==> config.mk <==
export PLATFORM = sky130hd
export DESIGN_NAME = tw_core
export DESIGN_NICKNAME = d
export VERILOG_FILES = /design/src/rtl/tw_pkg.sv /design/src/rtl/tw_alu.sv /design/src/rtl/tw_core.sv
export SDC_FILE = /design/constraint.sdc
export NUM_CORES = 1
export LEC_CHECK = 0
export ABC_AREA = 1
export BUFFER_PORTS_ARGS = -buffer_cell sky130_fd_sc_hd__buf_4
export CAP_MARGIN = 40
export CORE_MARGIN = 3
export CORE_UTILIZATION = 63
export DETAILED_ROUTE_END_ITERATION = 6
export HOLD_SLACK_MARGIN = 0.08
export PLACE_DENSITY = 0.87
export SLEW_MARGIN = 20
export SYNTH_ARGS = -nofsm -noshare
export SYNTH_HDL_FRONTEND = slang
export SYNTH_SLANG_ARGS = --single-unit
==> constraint.sdc <==
create_clock -name clock -period 6.6 [get_ports clock]
set_input_delay 0.33 -clock clock [delete_from_list [all_inputs] [get_ports clock]]
set_output_delay 0.33 -clock clock [all_outputs]
set_load 0.01 [all_outputs]
==> src/rtl/tw_pkg.sv <==
// Shared types and constants for the tw_core accumulator machine.
package tw_pkg;

    typedef enum logic [3:0] {
        OP_ADD_A  = 4'd0,
        OP_MOV_AB = 4'd1,
        OP_IN_A   = 4'd2,
        OP_MOV_AI = 4'd3,
        OP_MOV_BA = 4'd4,
        OP_ADD_B  = 4'd5,
        OP_IN_B   = 4'd6,
        OP_MOV_BI = 4'd7,
        OP_NOP0   = 4'd8,
        OP_OUT_B  = 4'd9,
        OP_NOP1   = 4'd10,
        OP_OUT_I  = 4'd11,
        OP_SWAP   = 4'd12,
        OP_TRAP   = 4'd13,
        OP_JNC    = 4'd14,
        OP_JMP    = 4'd15
    } opcode_e;

    typedef enum logic [1:0] {
        BOOT  = 2'd0,
        FETCH = 2'd1,
        EXEC  = 2'd2
    } state_e;

    localparam logic MODE_USER = 1'b0;
    localparam logic MODE_PRIV = 1'b1;

endpackage

==> src/rtl/tw_alu.sv <==
// Combinational datapath for the A/B register instructions of tw_core.
module tw_alu
    import tw_pkg::*;
#(
    parameter int DATA_W = 4
) (
    input  opcode_e           op,
    input  logic [DATA_W-1:0] a,
    input  logic [DATA_W-1:0] b,
    input  logic [DATA_W-1:0] imm,
    input  logic [DATA_W-1:0] in_port,
    output logic [DATA_W-1:0] a_new,
    output logic [DATA_W-1:0] b_new,
    output logic              c_new,
    output logic              a_we,
    output logic              b_we
);

    logic [DATA_W:0] sum_a;
    logic [DATA_W:0] sum_b;

    assign sum_a = {1'b0, a} + {1'b0, imm};
    assign sum_b = {1'b0, b} + {1'b0, imm};

    // Carry is only ever set by ADD; all other opcodes return c_new=0.
    always_comb begin
        a_new = a;
        b_new = b;
        c_new = 1'b0;
        a_we  = 1'b0;
        b_we  = 1'b0;
        case (op)
            OP_ADD_A: begin
                a_new = sum_a[DATA_W-1:0];
                c_new = sum_a[DATA_W];
                a_we  = 1'b1;
            end
            OP_MOV_AB: begin
                a_new = b;
                a_we  = 1'b1;
            end
            OP_IN_A: begin
                a_new = in_port;
                a_we  = 1'b1;
            end
            OP_MOV_AI: begin
                a_new = imm;
                a_we  = 1'b1;
            end
            OP_MOV_BA: begin
                b_new = a;
                b_we  = 1'b1;
            end
            OP_ADD_B: begin
                b_new = sum_b[DATA_W-1:0];
                c_new = sum_b[DATA_W];
                b_we  = 1'b1;
            end
            OP_IN_B: begin
                b_new = in_port;
                b_we  = 1'b1;
            end
            OP_MOV_BI: begin
                b_new = imm;
                b_we  = 1'b1;
            end
            default: ;
        endcase
    end

endmodule

==> src/rtl/tw_core.sv <==
// tw_core: parametrised TD4-class accumulator core with user/privileged banks,
// SWI/IRET traps and a valid/ack fetch port. Hardware IRQ enabled by TW_IRQ_EN.
//
// state | meaning
// BOOT  | single cycle after reset release, no fetch yet
// FETCH | imem_req high, waiting for imem_ack to latch the instruction
// EXEC  | latched instruction commits, pc/mode/trap update
module tw_core
    import tw_pkg::*;
#(
    parameter int DATA_W  = 4,
    parameter int ADDR_W  = 4,
    parameter int IRQ_VEC = 1
) (
    input  logic              clock,
    input  logic              reset,
    output logic              imem_req,
    output logic [ADDR_W:0]   imem_addr,
    input  logic              imem_ack,
    input  logic [DATA_W+3:0] imem_data,
    input  logic [DATA_W-1:0] in_port,
    output logic [DATA_W-1:0] out_port,
    output logic              priv,
    input  logic              irq,
    output logic              irq_ack
);

    typedef struct packed {
        opcode_e           op;
        logic [DATA_W-1:0] imm;
    } instr_t;

    typedef struct packed {
        logic [DATA_W-1:0] a;
        logic [DATA_W-1:0] b;
        logic              c;
    } bank_t;

    localparam logic [ADDR_W-1:0] IRQ_PC = ADDR_W'(IRQ_VEC);

    state_e            state_q, state_d;
    logic              req_q, req_d;
    instr_t            instr_q, instr_d;
    logic [ADDR_W-1:0] pc_q, pc_d, pc_inc, jmp_pc;
    logic              priv_q, priv_d;
    logic [ADDR_W-1:0] saved_pc_q, saved_pc_d;
    bank_t             usr_q, usr_d, prv_q, prv_d, act, act_d;
    logic [DATA_W-1:0] out_q, out_d;
    logic              irq_take;

    logic [DATA_W-1:0] alu_a, alu_b;
    logic              alu_c, alu_a_we, alu_b_we;

    assign act    = (priv_q == MODE_PRIV) ? prv_q : usr_q;
    assign pc_inc = pc_q + ADDR_W'(1);
    assign jmp_pc = ADDR_W'(instr_q.imm);

    tw_alu #(.DATA_W(DATA_W)) u_alu (
        .op      (instr_q.op),
        .a       (act.a),
        .b       (act.b),
        .imm     (instr_q.imm),
        .in_port (in_port),
        .a_new   (alu_a),
        .b_new   (alu_b),
        .c_new   (alu_c),
        .a_we    (alu_a_we),
        .b_we    (alu_b_we)
    );

`ifdef TW_IRQ_EN
    // Opcode 13 in user mode is SWI; it must not be overtaken by an IRQ.
    assign irq_take = (priv_q == MODE_USER) && irq && (instr_q.op != OP_TRAP);

    logic irq_ack_q;
    always_ff @(posedge clock) begin
        if (!reset) begin
            irq_ack_q <= 1'b0;
        end else begin
            irq_ack_q <= (state_q == EXEC) && irq_take;
        end
    end
    assign irq_ack = irq_ack_q;
`else
    logic unused_irq;
    assign unused_irq = irq ^ IRQ_PC[0];
    assign irq_take   = 1'b0;
    assign irq_ack    = 1'b0;
`endif

    always_comb begin
        state_d    = state_q;
        req_d      = 1'b0;
        instr_d    = instr_q;
        pc_d       = pc_q;
        priv_d     = priv_q;
        saved_pc_d = saved_pc_q;
        usr_d      = usr_q;
        prv_d      = prv_q;
        act_d      = act;
        out_d      = out_q;
        unique case (state_q)
            BOOT: begin
                state_d = FETCH;
                req_d   = 1'b1;
            end
            FETCH: begin
                req_d = 1'b1;
                if (imem_ack) begin
                    state_d = EXEC;
                    req_d   = 1'b0;
                    instr_d = instr_t'(imem_data);
                end
            end
            EXEC: begin
                state_d = FETCH;
                req_d   = 1'b1;
                pc_d    = pc_inc;
                if (alu_a_we) act_d.a = alu_a;
                if (alu_b_we) act_d.b = alu_b;
                act_d.c = alu_c;
                if (priv_q == MODE_PRIV) prv_d = act_d;
                else                     usr_d = act_d;
                case (instr_q.op)
                    OP_OUT_B: out_d = act.b;
                    OP_OUT_I: out_d = instr_q.imm;
                    OP_SWAP: begin
                        if (priv_q == MODE_PRIV) begin
                            if (instr_q.imm[0]) begin
                                prv_d.b = usr_q.b;
                                usr_d.b = prv_q.b;
                            end else begin
                                prv_d.a = usr_q.a;
                                usr_d.a = prv_q.a;
                            end
                        end
                    end
                    OP_TRAP: begin
                        if (priv_q == MODE_USER) begin
                            saved_pc_d = pc_inc;
                            priv_d     = MODE_PRIV;
                            pc_d       = '0;
                        end else begin
                            priv_d = MODE_USER;
                            pc_d   = saved_pc_q;
                        end
                    end
                    OP_JNC:  if (!act.c) pc_d = jmp_pc;
                    OP_JMP:  pc_d = jmp_pc;
                    default: ;
                endcase
                // The instruction has fully committed; the interrupt redirects its next pc.
                if (irq_take) begin
                    saved_pc_d = pc_d;
                    priv_d     = MODE_PRIV;
                    pc_d       = IRQ_PC;
                end
            end
            default: begin
                state_d = BOOT;
            end
        endcase
    end

    always_ff @(posedge clock) begin
        if (!reset) begin
            state_q    <= BOOT;
            req_q      <= 1'b0;
            instr_q    <= '0;
            pc_q       <= '0;
            priv_q     <= MODE_USER;
            saved_pc_q <= '0;
            usr_q      <= '0;
            prv_q      <= '0;
            out_q      <= '0;
        end else begin
            state_q    <= state_d;
            req_q      <= req_d;
            instr_q    <= instr_d;
            pc_q       <= pc_d;
            priv_q     <= priv_d;
            saved_pc_q <= saved_pc_d;
            usr_q      <= usr_d;
            prv_q      <= prv_d;
            out_q      <= out_d;
        end
    end

    assign imem_req  = req_q;
    assign imem_addr = {priv_q, pc_q};
    assign out_port  = out_q;
    assign priv      = priv_q;

endmodule

# Yosys cells after proc, flatten, opt, wreduce, memory -nomap -nowiden
# Cells that the tools add are included.
# totals
word_cells	73
in_bits	16
output_inout_bits	12
regBits	42
# op_classes
n_reduce_logical	12
mux	27
addsub	3
bitwise	1
eq_ne	16
# op_table
cell	n
$mux W4	8
$mux W8	4
$pmux W4 S4	2
$mux W9	3
$eq A4 B4 Y1 const B	6
$eq A4 B3 Y1 const B	4
$pmux W4 S3	1
$add A4 B4 Y5	2
$reduce_and A2 Y1	5
$eq A4 B2 Y1 const B	2
$pmux W4 S2	1
$reduce_or A4 Y1	2
$add A4 B1 Y4 const B	1
$eq A4 B1 Y1 const B	1
$logic_not A4 Y1	1
$mux W1	4
$pmux W1 S2	2
$pmux W2 S2	1
$reduce_and A3 Y1	1
$eq A2 B1 Y1 const B	1
$eq A2 B2 Y1 const B	1
$logic_not A2 Y1	1
$mux W2	1
$ne A2 B2 Y1 const B	1
3 further kinds	3

# Logic depth before layout (Yosys ltp)
# logic_depth
word_depth	8
ltp_mapped	14

# Modules after synthesis
# From an unflattened synthesis, not the netlist that was laid out.
# unflattened
cells_unflattened	482
hier_area_um2	2994.1
# modules_own_cells
module	seq_area_each_um2	cells_per_inst	area_each_um2	n_inst
tw_core	840.8	348	2288.4	1
tw_alu	0.0	134	705.7	1

# Least setup slack after synthesis
# OpenSTA, ideal clock, no wires.
# synth_timing
path_type	register to register
from	register priv_q, in the netlist priv
to	register prv_q[3] (netlist bit)
path_slack_ns	4.340
stages_incl_launch_ff	14
arrival_time_ns	2.132
cell_sequence	dfxtp_1 > buf_2 > nand2_1 > o21ai_0 > inv_1 > ha_1 > fa_1 > or2_2 > nand3_1 > nand2_1 > nor2_1 > nand3_1 > nand2_1 > a21oi_1
# synth_between
elab_chain_cells	8
# synth_rtl
item	line_no	text
start: declaration	tw_core.sv:45	logic priv_q, priv_d;
start signal: assignment	tw_core.sv:181	priv_q <= priv_d;
$mux W9	tw_core.sv:54	assign act = (priv_q == MODE_PRIV) ? prv_q : usr_q;
$add A4 B4 Y5	tw_alu.sv:23	assign sum_b = {1'b0, b} + {1'b0, imm};
$pmux W4 S4	tw_alu.sv:32	case (op)
$mux W4	tw_core.sv:120	if (alu_b_we) act_d.b = alu_b;
$mux W9	tw_core.sv:122	if (priv_q == MODE_PRIV) prv_d = act_d;
$mux W4	tw_core.sv:129	if (instr_q.imm[0]) begin
$mux W8	tw_core.sv:128	if (priv_q == MODE_PRIV) begin
$mux W8 (*)	tw_core.sv:124	case (instr_q.op)
end signal: assignment	tw_core.sv:184	prv_q <= prv_d;
end: declaration	tw_core.sv:47	bank_t usr_q, usr_d, prv_q, prv_d, act, act_d;
# Every way passes the cells marked *; elsewhere a longest branch is shown, timed or not.
# A chain may end at the register's enable or synchronous reset.

# Worst setup path after layout
# layout_timing
from	register priv_q, in the netlist priv
to	register prv_q[0] (netlist bit)
# layout_between
elab_chain_cells	3
word_cells_on_any_way	5
classes_between	add/sub (2); mux (2); reduce/logical (1)
# layout_rtl
item	line_no
$mux W9	tw_core.sv:54
$add A4 B4 Y5, on equally long branches	tw_alu.sv:23, tw_alu.sv:22
$pmux W1 S2	tw_alu.sv:32
# Parallel ways exist; a longest one is shown, timed or not.

==> run summary <==
Status -> completed
Post-synthesis sequential area ratio -> 0.312
WP data arrival -> 2.85 ns
Root Buffer -> clkbuf_8
Clock transition at path regs -> 0.08 ns
Worst slew pin tran -> 0.627 ns
CTS HTree Levels -> 2
DR vias -> 2843
Postcts setup bufs -> 0
CTS buffer count -> 5
Fin. Hold Viols -> 0
Worst setup SP type -> flip-flop
Number of setup violations in the final report -> 0
Clk_skew -> 0.00457 ns
HPWL after DPL -> 5230 µm
Max Buffers Root-to-Sink -> 2
Min cycle time layout -> 2.67 ns
# IOs -> 28
Register bit count reported by yosys -> 42
Port Buf Inserts -> 25
Worst vdd ir -> 0.128 mV
Part of the cycle the worst path needs -> 0.404
Gr usage total -> 0.289
CTS tree -> built
Die Span Y -> 71.4 µm
Syn nets -> 449
Req. time, crit path -> 6.79 ns
Combinational Power Share -> 0.123
Worst Path Max Fanout -> 21
Nets@finish -> 470
Cell Int Power -> 0.397 mW
Hold Slack -> 0.320 ns
Post-DR vias/cell -> 5.76
Clock latency on the worst-skew pair -> 0.29 ns
Syn. warnings -> 0
Gr ovfl total -> 0
Vias in the first global route -> 2587
Syn Area/Cell -> 6.38 µm²
Relative slew slack -> 0.582
HP Class -> input port to flip-flop
Initial core utilization -> 0.663
Crit path capture type -> flip-flop
Largest net degree at the start of global routing -> 27
Setup TNS Final -> 0 ns
Seq pwr share -> 0.502
Post-DRT Antenna Nets -> 0
Ratio of cells with drive above 1 in the final layout -> 0.117
Final WL -> 7080 µm
Die area -> 5090 µm²
Leak pwr -> 1.39 nW
Wire per inst -> 14.3 µm
Max Cap Violations -> 0
Switching Share -> 0.268
Max Clk Rate -> 0.375 GHz
Crit Path Class -> flip-flop to flip-flop
Clock Power Share -> 0.375
Hold_buf cts -> 0
Cell area after synthesis -> 2690 µm²
Pre-Repair DR Iteration Count -> 6
P per Cell Area -> 181 nW/µm²
Final Wtd Congestion -> 0.927
Core area -> 4060 µm²
Netlist cell types -> 33
Drt initial violations -> 333
Sink Count -> 42
Syn-to-layout area delta -> 11.2%
Cts repair resizes -> 0
Net Switching -> 0.145 mW
Antenna cells -> 0
Initial antenna violation count -> 0
First-pass GRT wire length -> 11900 µm
# rows -> 23
Final-report max-slew violation count -> 0
Die Span X -> 71.4 µm
Unrepaired setup endpoints after global routing -> false
Drt drc -> 0
Cells after Synth -> 422
-- cells by family after synthesis --
logic type / after synthesis / share of synthesized area
other cells: 1 / 0.00139
simple gates: 193 / 0.309
compound gates: 104 / 0.210
xor+xnor: 2 / 0.00651
buf+inv: 69 / 0.105
fa+ha+maj: 11 / 0.0567
flops: 42 / 0.312
-- cells in the final DEF, fill, tap and decap left out, types with 5 or more instances in the layout --
| master | n |
|---|---|
| nand2_1 | 102 |
| a22oi_1 | 6 |
| a21oi_1 | 43 |
| inv_2 | 7 |
| nand4_1 | 6 |
| o21ai_0 | 39 |
| nor2_1 | 40 |
| dfxtp_1 | 42 |
| inv_1 | 50 |
| ha_1 | 9 |
| clkbuf_8 | 5 |
| nand3_1 | 27 |
| buf_4 | 26 |
| nor3_1 | 6 |
-- cell type report --
type / instances / area, µm²
Clock buffer: 6 / 72.6
Clock inverter: 2 / 37.5
Fill cell: 349 / 1070
Inverter: 57 / 214
Multi-Input combinational cell: 311 / 1570
Sequential cell: 42 / 841
Tap cell: 50 / 62.6
Timing Repair Buffer: 26 / 195
-- worst max-delay path, stage by stage (launching register included) --
cell and delay, ns:
dfxtp_1 0.63, buf_4 0.34, nand2_1 0.08, o21ai_0 0.11, inv_1 0.10, ha_1 0.23
fa_1 0.38, nand2_1 0.07, inv_1 0.05, nor2_1 0.08, nor2_1 0.05, o21ai_0 0.13
nand2_1 0.10, o21ai_0 0.16, inv_1 0.06
-- power groups by stage --
stage | Clock (mW) | Sequential [mW] | Combinational [mW]
floorplan | 0 | 0.274 | 0.0459
finish | 0.203 | 0.272 | 0.0666
global placement | 0 | 0.278 | 0.0636
global route | 0.216 | 0.274 | 0.0750
CTS | 0.206 | 0.272 | 0.0656
detailed placement | 0 | 0.278 | 0.0651
-- path summary, 6_finish.rpt --
kind	slack, ns	cells past startpoint	start	to
hold reg to reg	0.46	2	out_port[2]	out_port[2]
hold / removal	0.32	3	imem_data[5]	instr_q[5]
setup reg to reg	3.93	14	priv	prv_q[0]
setup / recovery	3.93	14	priv	prv_q[0]
-- cell usage after synthesis --
cell / number / area (µm²)
or2_2: 3 / 18.8
a21oi_1: 43 / 215
conb_1: 1 / 3.75
a22oi_1: 6 / 45.0
inv_1: 50 / 188
fa_1: 2 / 40.0
buf_1: 1 / 3.75
o211ai_1: 1 / 7.51
o22ai_1: 1 / 6.26
ha_1: 9 / 113
nand2_2: 2 / 12.5
inv_2: 7 / 26.3
nand2_1: 102 / 383
xnor2_1: 1 / 8.76
nor2_4: 4 / 45.0
clkbuf_1: 3 / 11.3
or2_0: 1 / 6.26
nor2_2: 2 / 12.5
nor3_1: 6 / 30.0
buf_2: 3 / 15.0
nor2_1: 40 / 150
a31oi_1: 4 / 25.0
a211oi_1: 4 / 30.0
buf_4: 5 / 37.5
xor2_1: 1 / 8.76
dfxtp_1: 42 / 841
o22a_1: 1 / 8.76
nand4_1: 6 / 37.5
o21ai_2: 1 / 8.76
nand3_1: 27 / 135
o21bai_1: 1 / 7.51
o21ai_1: 3 / 15.0
o21ai_0: 39 / 195
-- state kept, by name, indices dropped and copies added (netlist names) --
register    flops
priv            1
prv_q           9
state_q         2
out_port        4
pc_q            4
jmp_pc          4
usr_q           9
instr_q         4
saved_pc_q      4
imem_req        1
-- layer usage --
| layer | GRT usage | share of wire | vias up | wire length [µm] |
|---|---|---|---|---|
| met5 | 0 | 0 | - | 0 |
| met4 | 0.0981 | 0.020 | 0 | 140 |
| met3 | 0.0505 | 0.089 | 25 | 632 |
| met2 | 0.461 | 0.46 | 133 | 3230 |
| met1 | 0.397 | 0.43 | 1262 | 3080 |
| li1 | - | - | 1423 | - |
-- through the flow --
| stage | worst slack [ns] | utilization | instance area (µm²) | total power, mW | instances |
|---|---|---|---|---|---|
| detailed placement | 4.00 | 0.710 | 2880 | 0.343 | 486 |
| global placement | 4.02 | 0.710 | 2880 | 0.341 | 486 |
| finish | 3.93 | 0.737 | 2990 | 0.542 | 494 |
| global route | 3.74 | 0.737 | 2990 | 0.564 | 494 |
| floorplan | 4.34 | - | 2690 | 0.320 | 422 |
| CTS | 3.98 | 0.737 | 2990 | 0.544 | 494 |
No activity file was read; power rests on OpenSTA's default activity.
